**src/rtl/io_port_bank_if.sv**
```systemverilog
// CPU-side and channel-side signal bundle for io_port_bank.
// The slave modport is the bank; master is the control unit plus the external channel agents.
interface io_port_bank_if #(
  parameter int DATA_WIDTH = 32,
  parameter int NUM_CH     = 4
);
  localparam int CW = (NUM_CH > 1) ? $clog2(NUM_CH) : 1;

  logic [DATA_WIDTH-1:0]        BusMuxOut;
  logic [CW-1:0]                ch_sel;
  logic                         OutPortIn;
  logic                         InPortOut;
  logic [DATA_WIDTH-1:0]        InPort_q;
  logic [NUM_CH*DATA_WIDTH-1:0] in_data;
  logic [NUM_CH-1:0]            in_valid;
  logic [NUM_CH-1:0]            in_ready;
  logic [NUM_CH*DATA_WIDTH-1:0] out_data;
  logic [NUM_CH-1:0]            out_valid;
  logic [NUM_CH-1:0]            out_ack;
  logic [NUM_CH-1:0]            in_empty;
  logic [3*NUM_CH-1:0]          flags;
  logic                         clr_flags;

  modport slave (
    input  BusMuxOut, ch_sel, OutPortIn, InPortOut, in_data, in_valid, out_ack, clr_flags,
    output InPort_q, in_ready, out_data, out_valid, in_empty, flags
  );

  modport master (
    output BusMuxOut, ch_sel, OutPortIn, InPortOut, in_data, in_valid, out_ack, clr_flags,
    input  InPort_q, in_ready, out_data, out_valid, in_empty, flags
  );
endinterface

```
**src/rtl/io_port_bank.sv**
```systemverilog
// NUM_CH FWFT input FIFOs and NUM_CH handshaked output registers on the CPU datapath bus.
// Optional interrupt output (irq, irq_mask) when PORT_IRQ_EN is defined.
module io_port_bank #(
  parameter int DATA_WIDTH = 32,
  parameter int NUM_CH     = 4,
  parameter int FIFO_DEPTH = 8
) (
  input  logic             Clock,
  input  logic             Clear,
  io_port_bank_if.slave    bus
`ifdef PORT_IRQ_EN
  ,
  input  logic [NUM_CH-1:0] irq_mask,
  output logic              irq
`endif
);
  localparam int AW = $clog2(FIFO_DEPTH);
  localparam int DW = DATA_WIDTH;

  typedef enum logic {IDLE, PEND} ost_e;

  logic                           sel_ok;
  logic [NUM_CH-1:0]              sel_oh;
  logic [NUM_CH-1:0][DW-1:0]      head_w;
  logic [NUM_CH-1:0][DW-1:0]      odat_w;
  logic [NUM_CH-1:0][2:0]         flags_w;
  logic [NUM_CH-1:0]              rdy_w, empty_w, oval_w;

  // Out-of-range channel selects make every strobe a no-op.
  assign sel_ok = int'(bus.ch_sel) < NUM_CH;

  for (genvar c = 0; c < NUM_CH; c++) begin : g_ch
    logic [DW-1:0] mem_q [FIFO_DEPTH];
    logic [AW-1:0] wptr_q, rptr_q;
    logic [AW:0]   cnt_q;
    logic          full, empty, push, pop, ovf_ev, udf_ev, wr, ovr_ev;
    ost_e          ost_q, ost_d;
    logic [DW-1:0] odat_q, odat_d;
    logic [2:0]    flg_q;

    assign sel_oh[c] = sel_ok && (int'(bus.ch_sel) == c);
    assign full      = cnt_q == (AW+1)'(FIFO_DEPTH);
    assign empty     = cnt_q == '0;
    // A full FIFO refuses the push even when the same edge pops.
    assign push      = bus.in_valid[c] & ~full;
    assign pop       = bus.InPortOut & sel_oh[c] & ~empty;
    assign ovf_ev    = bus.in_valid[c] & full;
    assign udf_ev    = bus.InPortOut & sel_oh[c] & empty;
    assign wr        = bus.OutPortIn & sel_oh[c];

    always_ff @(posedge Clock or negedge Clear) begin
      if (!Clear) begin
        wptr_q <= '0;
        rptr_q <= '0;
        cnt_q  <= '0;
      end else begin
        if (push) wptr_q <= wptr_q + 1'b1;
        if (pop)  rptr_q <= rptr_q + 1'b1;
        if (push && !pop)      cnt_q <= cnt_q + 1'b1;
        else if (pop && !push) cnt_q <= cnt_q - 1'b1;
      end
    end

    always_ff @(posedge Clock) begin
      if (push) mem_q[wptr_q] <= bus.in_data[c*DW +: DW];
    end

    always_comb begin
      ost_d  = ost_q;
      odat_d = odat_q;
      ovr_ev = 1'b0;
      case (ost_q)
        IDLE: if (wr) begin
          odat_d = bus.BusMuxOut;
          ost_d  = PEND;
        end
        PEND: if (wr) begin
          odat_d = bus.BusMuxOut;
          ovr_ev = ~bus.out_ack[c];
        end else if (bus.out_ack[c]) begin
          ost_d  = IDLE;
        end
        default: ost_d = IDLE;
      endcase
    end

    always_ff @(posedge Clock or negedge Clear) begin
      if (!Clear) begin
        ost_q  <= IDLE;
        odat_q <= '0;
        flg_q  <= '0;
      end else begin
        ost_q  <= ost_d;
        odat_q <= odat_d;
        // A flag event on the clearing edge still sets the flag.
        flg_q  <= (bus.clr_flags ? 3'b000 : flg_q) | {udf_ev, ovf_ev, ovr_ev};
      end
    end

    assign head_w[c]  = empty ? '0 : mem_q[rptr_q];
    assign rdy_w[c]   = ~full;
    assign empty_w[c] = empty;
    assign oval_w[c]  = ost_q == PEND;
    assign odat_w[c]  = odat_q;
    assign flags_w[c] = flg_q;
  end

  assign bus.InPort_q  = sel_ok ? head_w[bus.ch_sel] : '0;
  assign bus.in_ready  = rdy_w;
  assign bus.in_empty  = empty_w;
  assign bus.out_valid = oval_w;
  assign bus.out_data  = odat_w;
  assign bus.flags     = flags_w;

`ifdef PORT_IRQ_EN
  logic irq_q;
  always_ff @(posedge Clock or negedge Clear) begin
    if (!Clear) irq_q <= 1'b0;
    else        irq_q <= (|(~empty_w & irq_mask)) | (|flags_w);
  end
  assign irq = irq_q;
`endif
endmodule

```
**src/flat_wrapper.sv**
```systemverilog
// flat-port wrapper written by rule: the top's interface ports become plain ports
module io_port_bank_flat 
#(
  parameter int DATA_WIDTH = 32,
  parameter int NUM_CH     = 4,
  parameter int FIFO_DEPTH = 8
)
  (Clock, Clear, bus_BusMuxOut, bus_ch_sel, bus_OutPortIn, bus_InPortOut, bus_in_data, bus_in_valid, bus_out_ack, bus_clr_flags, bus_InPort_q, bus_in_ready, bus_out_data, bus_out_valid, bus_in_empty, bus_flags);
  io_port_bank_if #(.DATA_WIDTH(DATA_WIDTH), .NUM_CH(NUM_CH)) bus_i ();
  input  logic Clock;
  input  logic Clear;
  input wire logic [$bits(bus_i.BusMuxOut)-1:0] bus_BusMuxOut;
  input wire logic [$bits(bus_i.ch_sel)-1:0] bus_ch_sel;
  input wire logic [$bits(bus_i.OutPortIn)-1:0] bus_OutPortIn;
  input wire logic [$bits(bus_i.InPortOut)-1:0] bus_InPortOut;
  input wire logic [$bits(bus_i.in_data)-1:0] bus_in_data;
  input wire logic [$bits(bus_i.in_valid)-1:0] bus_in_valid;
  input wire logic [$bits(bus_i.out_ack)-1:0] bus_out_ack;
  input wire logic [$bits(bus_i.clr_flags)-1:0] bus_clr_flags;
  output wire logic [$bits(bus_i.InPort_q)-1:0] bus_InPort_q;
  output wire logic [$bits(bus_i.in_ready)-1:0] bus_in_ready;
  output wire logic [$bits(bus_i.out_data)-1:0] bus_out_data;
  output wire logic [$bits(bus_i.out_valid)-1:0] bus_out_valid;
  output wire logic [$bits(bus_i.in_empty)-1:0] bus_in_empty;
  output wire logic [$bits(bus_i.flags)-1:0] bus_flags;
  assign bus_i.BusMuxOut = bus_BusMuxOut;
  assign bus_i.ch_sel = bus_ch_sel;
  assign bus_i.OutPortIn = bus_OutPortIn;
  assign bus_i.InPortOut = bus_InPortOut;
  assign bus_i.in_data = bus_in_data;
  assign bus_i.in_valid = bus_in_valid;
  assign bus_i.out_ack = bus_out_ack;
  assign bus_i.clr_flags = bus_clr_flags;
  assign bus_InPort_q = bus_i.InPort_q;
  assign bus_in_ready = bus_i.in_ready;
  assign bus_out_data = bus_i.out_data;
  assign bus_out_valid = bus_i.out_valid;
  assign bus_in_empty = bus_i.in_empty;
  assign bus_flags = bus_i.flags;
  io_port_bank #(.DATA_WIDTH(DATA_WIDTH), .NUM_CH(NUM_CH), .FIFO_DEPTH(FIFO_DEPTH)) u_core (.Clock(Clock), .Clear(Clear), .bus(bus_i));
endmodule
```
**config.mk**
```make
export PLATFORM = sky130hd
export DESIGN_NAME = io_port_bank_flat
export DESIGN_NICKNAME = d
export VERILOG_FILES = /design/src/rtl/io_port_bank_if.sv /design/src/rtl/io_port_bank.sv /design/src/flat_wrapper.sv
export SDC_FILE = /design/constraint.sdc
export NUM_CORES = 1
export LEC_CHECK = 0
export CAP_MARGIN = 10
export CORE_ASPECT_RATIO = 0.6
export CORE_UTILIZATION = 52
export DETAILED_ROUTE_END_ITERATION = 7
export PLACE_DENSITY = 0.75
export SLEW_MARGIN = 20
export SYNTH_ARGS = -nofsm -noshare
export SYNTH_HDL_FRONTEND = slang
export SYNTH_SLANG_ARGS = --single-unit
```
**constraint.sdc**
```tcl
create_clock -name Clock -period 4.5 [get_ports Clock]
set_input_delay 1.125 -clock Clock [delete_from_list [all_inputs] [get_ports Clock]]
set_output_delay 1.125 -clock Clock [all_outputs]
set_load 0.005 [all_outputs]
```
# ---- Yosys cells after proc, flatten, opt, wreduce, memory -nomap -nowiden
# Memories as Yosys holds them, arrays and structs flattened.
# Index checks and enable logic that the tools add are counted.
dict set report totals {
  ramBits 1024
  out_inout_bits 184
  mem_count 4
  reg_bits 184
}
# memory depth width read_ports rd_clocked_by_memory_dff write_ports line
set memory_table {}
lappend memory_table {{u_core.g_ch[0].mem_q} 8 32 1 0 1 io_port_bank.sv:33} ;# logic [DW-1:0] mem_q [FIFO_DEPTH];
lappend memory_table {{u_core.g_ch[1].mem_q} 8 32 1 0 1 io_port_bank.sv:33}
lappend memory_table {{u_core.g_ch[2].mem_q} 8 32 1 0 1 io_port_bank.sv:33}
lappend memory_table {{u_core.g_ch[3].mem_q} 8 32 1 0 1 io_port_bank.sv:33}
dict set report classes {
  reduce_logical 25
  eq_ne 7
  bitwise_logic 44
  n_mux 54
  addsub 16
  magnitude_cmp 1
}
# cell count
set op_table {}
lappend op_table {{$mux W32} 9}
lappend op_table {{$bmux W32 S2} 1}
lappend op_table {{$mux W4} 8}
lappend op_table {{$mux W1} 28}
lappend op_table {{$add A3 B1 Y3 const B} 8}
lappend op_table {{$and A1 B1 Y1} 24}
lappend op_table {{$add A4 B1 Y4 const B} 4}
lappend op_table {{$eq A4 B4 Y1 const B} 4}
lappend op_table {{$logic_not A4 Y1} 4}
lappend op_table {{$not A1 Y1} 16}
lappend op_table {{$sub A4 B1 Y4 const B} 4}
lappend op_table {{$mux W3} 4}
lappend op_table {{$or A3 B3 Y3} 4}
lappend op_table {{$logic_and A1 B1 Y1} 8}
lappend op_table {{$logic_not A1 Y1} 8}
lappend op_table {{$pmux W1 S2} 4}
lappend op_table {{$reduce_bool A2 Y1} 4}
lappend op_table {{$eq A2 B2 Y1 const B} 2}
lappend op_table {{$lt A2 B3 Y1 const B} 1}
lappend op_table {{$eq A2 B1 Y1 const B} 1}
lappend op_table {{$logic_not A2 Y1} 1}

# ---- Longest topological paths before layout
dict set report depth {
  ltp_word 7
  mapped_depth 12
  ltp_nobuf 11
}

# ---- Worst setup path after synthesis
# Ideal clock, no wire load.
dict set report synth_timing {
  path_type {input port to flip-flop}
  from {in bus_in_valid[0]}
  to {mem u_core.g_ch[0].mem_q[0][0] (netlist bit), enable pin}
  cell_stages 2
  arrival_ns 4.291
  setup_ns 0.501
  required_time_ns 3.999
  setup_slack_ns -0.293
  path_cell_list {nand2_1 nor4_1}
}
dict set report synth_between {
  elab_chain_cells 3
}
# element line
set synth_rtl {}
lappend synth_rtl {{start: declaration} flat_wrapper.sv:17} ;# input wire logic [$bits(bus_i.in_valid)-1:0] bus_in_valid;
lappend synth_rtl {{$and A1 B1 Y1} io_port_bank.sv:45} ;# assign push = bus.in_valid[c] & ~full;
lappend synth_rtl {{$mux W1} io_port_bank.sv:65} ;# if (push) mem_q[wptr_q] <= bus.in_data[c*DW +: DW];
lappend synth_rtl {{$mux W1 (implied by the code)} io_port_bank.sv:65}
lappend synth_rtl {{end: declaration} io_port_bank.sv:33}
# No other way between the ends.

# ---- Worst setup path after layout
dict set report layout_timing {
  from {reg u_core.g_ch[1].rptr_q[1]}
  to {out bus_InPort_q[29]}
}
dict set report layout_between {
  elab_chain_cells 4
}
# element line
set layout_rtl {}
lappend layout_rtl {{start: declaration} io_port_bank.sv:34} ;# logic [AW-1:0] wptr_q, rptr_q;
lappend layout_rtl {{start signal: assignment} io_port_bank.sv:58} ;# if (pop) rptr_q <= rptr_q + 1'b1;
lappend layout_rtl {{$mem_v2 Z8 W32} n/a}
lappend layout_rtl {{$mux W32} io_port_bank.sv:100} ;# assign head_w[c] = empty ? '0 : mem_q[rptr_q];
lappend layout_rtl {{$bmux W32 S2} io_port_bank.sv:108} ;# assign bus.InPort_q = sel_ok ? head_w[bus.ch_sel] : '0;
lappend layout_rtl {{$mux W32 (implied by the code)} io_port_bank.sv:108}
lappend layout_rtl {{end: declaration} flat_wrapper.sv:20} ;# output wire logic [$bits(bus_i.InPort_q)-1:0] bus_InPort_q;
# No other way between the ends. The select of a mux whose other input is x is not followed.

==> impl_metrics.json <==
{
  "outcome": "completed",
  "crit_arrival_ns": 3.27,
  "pin_count": 359,
  "rows": 84,
  "cap_viol_max_count": 0,
  "numPortBuffers": 358,
  "leakage_nw": 18.96,
  "worstPathRequired_ns": 3.38,
  "clk_pin_slew_ns": 0.07,
  "clock_skew_ns": 0.03452,
  "coreArea_mm2": 0.08797,
  "syn_inst": 2240,
  "grt_pass1_wl_um": 177000,
  "grt_antenna_before_repair": 15,
  "htreeDepth": 3,
  "die_h_um": 233.4,
  "vias": 24947,
  "wirelength_um": 126400,
  "yosysSeqAreaShare_pct": 76.22,
  "drc": 0,
  "hold_viol": 0,
  "rrSetupSlack_ns": 1.34,
  "synth_common_cells": "1024 x edfxtp_1, 194 x mux4_2, 184 x dfrtp_1",
  "rr_worst_depth": 11,
  "crit_family": "buffers and inverters",
  "pre_cts_ws_ns": -0.05302,
  "setup_violations": 0,
  "crit_chain": "buf_4, mux4_2, a22oi_1, nand4_1, clkdlybuf4s50_1",
  "synth_most_common_cell": "edfxtp_1",
  "ys_top_cells_by_area": "edfxtp_1 66%, dfrtp_1 9.9%, mux4_2 9.4%",
  "grt_usage_pct": 27.77,
  "tightest_slew_ns": 0.9254,
  "period_share_pct": 97.62,
  "ys.warnings.count": 0,
  "drive_above_1_share_pct": 25.75,
  "clk_path_buf_depth": 3,
  "cp.depth": 5,
  "async_flop_share_pct": 15.23,
  "slew-limit-headroom_pct": 38.11,
  "stdcell_count": 3992,
  "timing.rr.start": "u_core.g_ch[0].cnt_q[0]$_DFFE_PN0P_",
  "hp-class": "input port to async pin",
  "ctsHoldBuffers": 0,
  "vdd_drop_max_mv": 0.3786,
  "synth_edf_count": 1024,
  "drt_iter0_drc": 3411,
  "cts_tree": "done",
  "synth.net_count": 2439,
  "r2r-end": "u_core.g_ch[0].cnt_q[3]$_DFFE_PN0P_",
  "cp_slowest_cell": "mux4_2",
  "syn_area_mm2": 0.04639,
  "via_per_inst": 6.249,
  "crit_buf_inv": 2,
  "whs_ns": 0.4907,
  "first_global_vias": 24520,
  "fin_area_mm2": 0.05607,
  "crit_path_max_fanout": 6,
  "ys_seq_elements": 1208,
  "drt.antenna.violating_nets": 0,
  "placed_area_mm2": 0.05222,
  "setup.worst_path.start": "u_core.g_ch[1].rptr_q[1]$_DFFE_PN0P_",
  "dp_cells": 3760,
  "rsz0062_at_grt": "false",
  "period_minus_slack_ns": 4.393,
  "dieArea_mm2": 0.09044,
  "wire_per_inst_um": 31.67,
  "place_congestion": 0.9126,
  "tns_ns": 0,
  "critPathLaunchType": "flop",
  "worstSetupEndpoint": "bus_InPort_q[29]",
  "dpl.hpwl_um": 83100,
  "grt_max_degree": 94,
  "netlist-cell-type-count": 38,
  "dr.pass1.iters": 8,
  "max_stage_delay_ns": 0.63,
  "start_util_pct": 52.73,
  "end_kind": "primary output",
  "synth_area_leader_cell": "edfxtp_1",
  "numCtsBuffers": 105,
  "worstSetupPathType": "flop to primary output",
  "area_delta_synth_final_pct": 20.88,
  "numClockSinks": 1208,
  "synth.avg_cell_area_um2": 20.71,
  "gr-total-overflow": 0,
  "synthFlopType": "edfxtp_1",
  "insertion_delay_ns": 0.72,
  "root_buffer": "clkbuf_16",
  "setup_slack_ns": 0.1072,
  "powerDensity_mw_per_mm2": 629.3,
  "final-max-slew-violation-count": 0,
  "nNetsFinal": 2929,
  "netlist.area_leader.share_pct": 66.29,
  "max_freq_mhz": 227.6,
  "die_x_um": 387.6
}
kinds of logic after synthesis:
kind of cell,count (synthesis),synth area share (%)
AOI/OAI and AO/OA,182,3.059
buffers and inverters,138,1.443
adders and majority gates,24,0.7121
DFF,1208,76.22
xor gates and xnor gates,28,0.5287
muxes,463,15.60
and+or+nand+nor,197,2.438
flip-flops by register name, indices dropped and copies added, names as in the netlist:
register            count
u_core.g_ch.cnt_q      16
u_core.g_ch.flg_q      12
u_core.g_ch.mem_q    1024
u_core.g_ch.odat_q    128
u_core.g_ch.ost_q       4
u_core.g_ch.rptr_q     12
u_core.g_ch.wptr_q     12
worst min path at each step:
| stage | endpoint | slack [ns] | cells after the start |
|---|---|---|---|
| 5_1_grt | u_core.g_ch[2].odat_q[29]$_DFFE_PN0P_ | 0.51 | 1 |
| 6_report | u_core.g_ch[2].odat_q[10]$_DFFE_PN0P_ | 0.49 | 1 |
| 2_1_floorplan | u_core.g_ch[0].ost_q$_DFF_PN0_ | 0.48 | 2 |
| 4_1_cts | u_core.g_ch[2].odat_q[29]$_DFFE_PN0P_ | 0.51 | 1 |
| 3_3_place_gp | u_core.g_ch[3].odat_q[20]$_DFFE_PN0P_ | 0.49 | 1 |
| 3_5_place_dp | u_core.g_ch[2].odat_q[29]$_DFFE_PN0P_ | 0.49 | 1 |
per-stage QoR:
step                total power, mW  util (%)
global placement              25.55     59.36
global route                  36.36     63.73
detailed placement            25.79     59.36
finish                        35.29     63.74
CTS                           35.04     63.51
floorplan                     20.51         -
report_power, final:
part / internal, mW / switching [mW] / total [mW]
Sequential: 14.0 / 0.943 / 15.0
Clock: 5.13 / 4.04 / 9.17
Combinational: 4.78 / 6.34 / 11.1
placed cells by master, fill, tap and decap left out, types with 14 or more instances in the layout:
cell | netlist | routed
clkdlybuf4s50_1 | 0 | 353
nand4_1 | 33 | 33
clkbuf_16 | 0 | 110
edfxtp_1 | 1024 | 1024
a22oi_2 | 19 | 33
ha_1 | 20 | 20
a22oi_1 | 139 | 125
xnor2_1 | 24 | 24
mux2_2 | 139 | 139
mux4_2 | 194 | 194
inv_1 | 22 | 22
nand2_1 | 33 | 33
nand3_1 | 39 | 39
nor2_4 | 0 | 18
clkinv_2 | 0 | 25
buf_4 | 19 | 112
clkinv_1 | 0 | 18
nand2b_1 | 15 | 15
buf_12 | 0 | 21
dfrtp_1 | 184 | 178
nor3_2 | 2 | 14
mux2i_1 | 128 | 128
routing by layer:
| metal | wire length, um | track usage (%) | vias up |
|---|---|---|---|
| met2 | 56560 | 39.91 | 1484 |
| met1 | 50900 | 40.71 | 13141 |
| met4 | 2239 | 6.548 | 4 |
| li1 | - | - | 10162 |
| met5 | 21 | 0 | - |
| met3 | 16720 | 9.940 | 156 |
what timing repair did:
action / CTS / global route
setup buffers: 8 / 15
resized for setup: 15 / 10
cloned: 1 / 0
setup endpoints to repair: 27 / 19
pin swaps: 4 / 2
layout make-up:
type	count	area [um^2]
timing repair buffer	499	4970
fill	5722	31900
multi-input combinational	894	10670
clock buffer	128	2880
inverter	22	82.58
sequential	1208	35370
clock inverter	68	610.6
antenna	12	30.03
tap	1161	1453
Note: power is estimated with default switching activity, not from simulation.
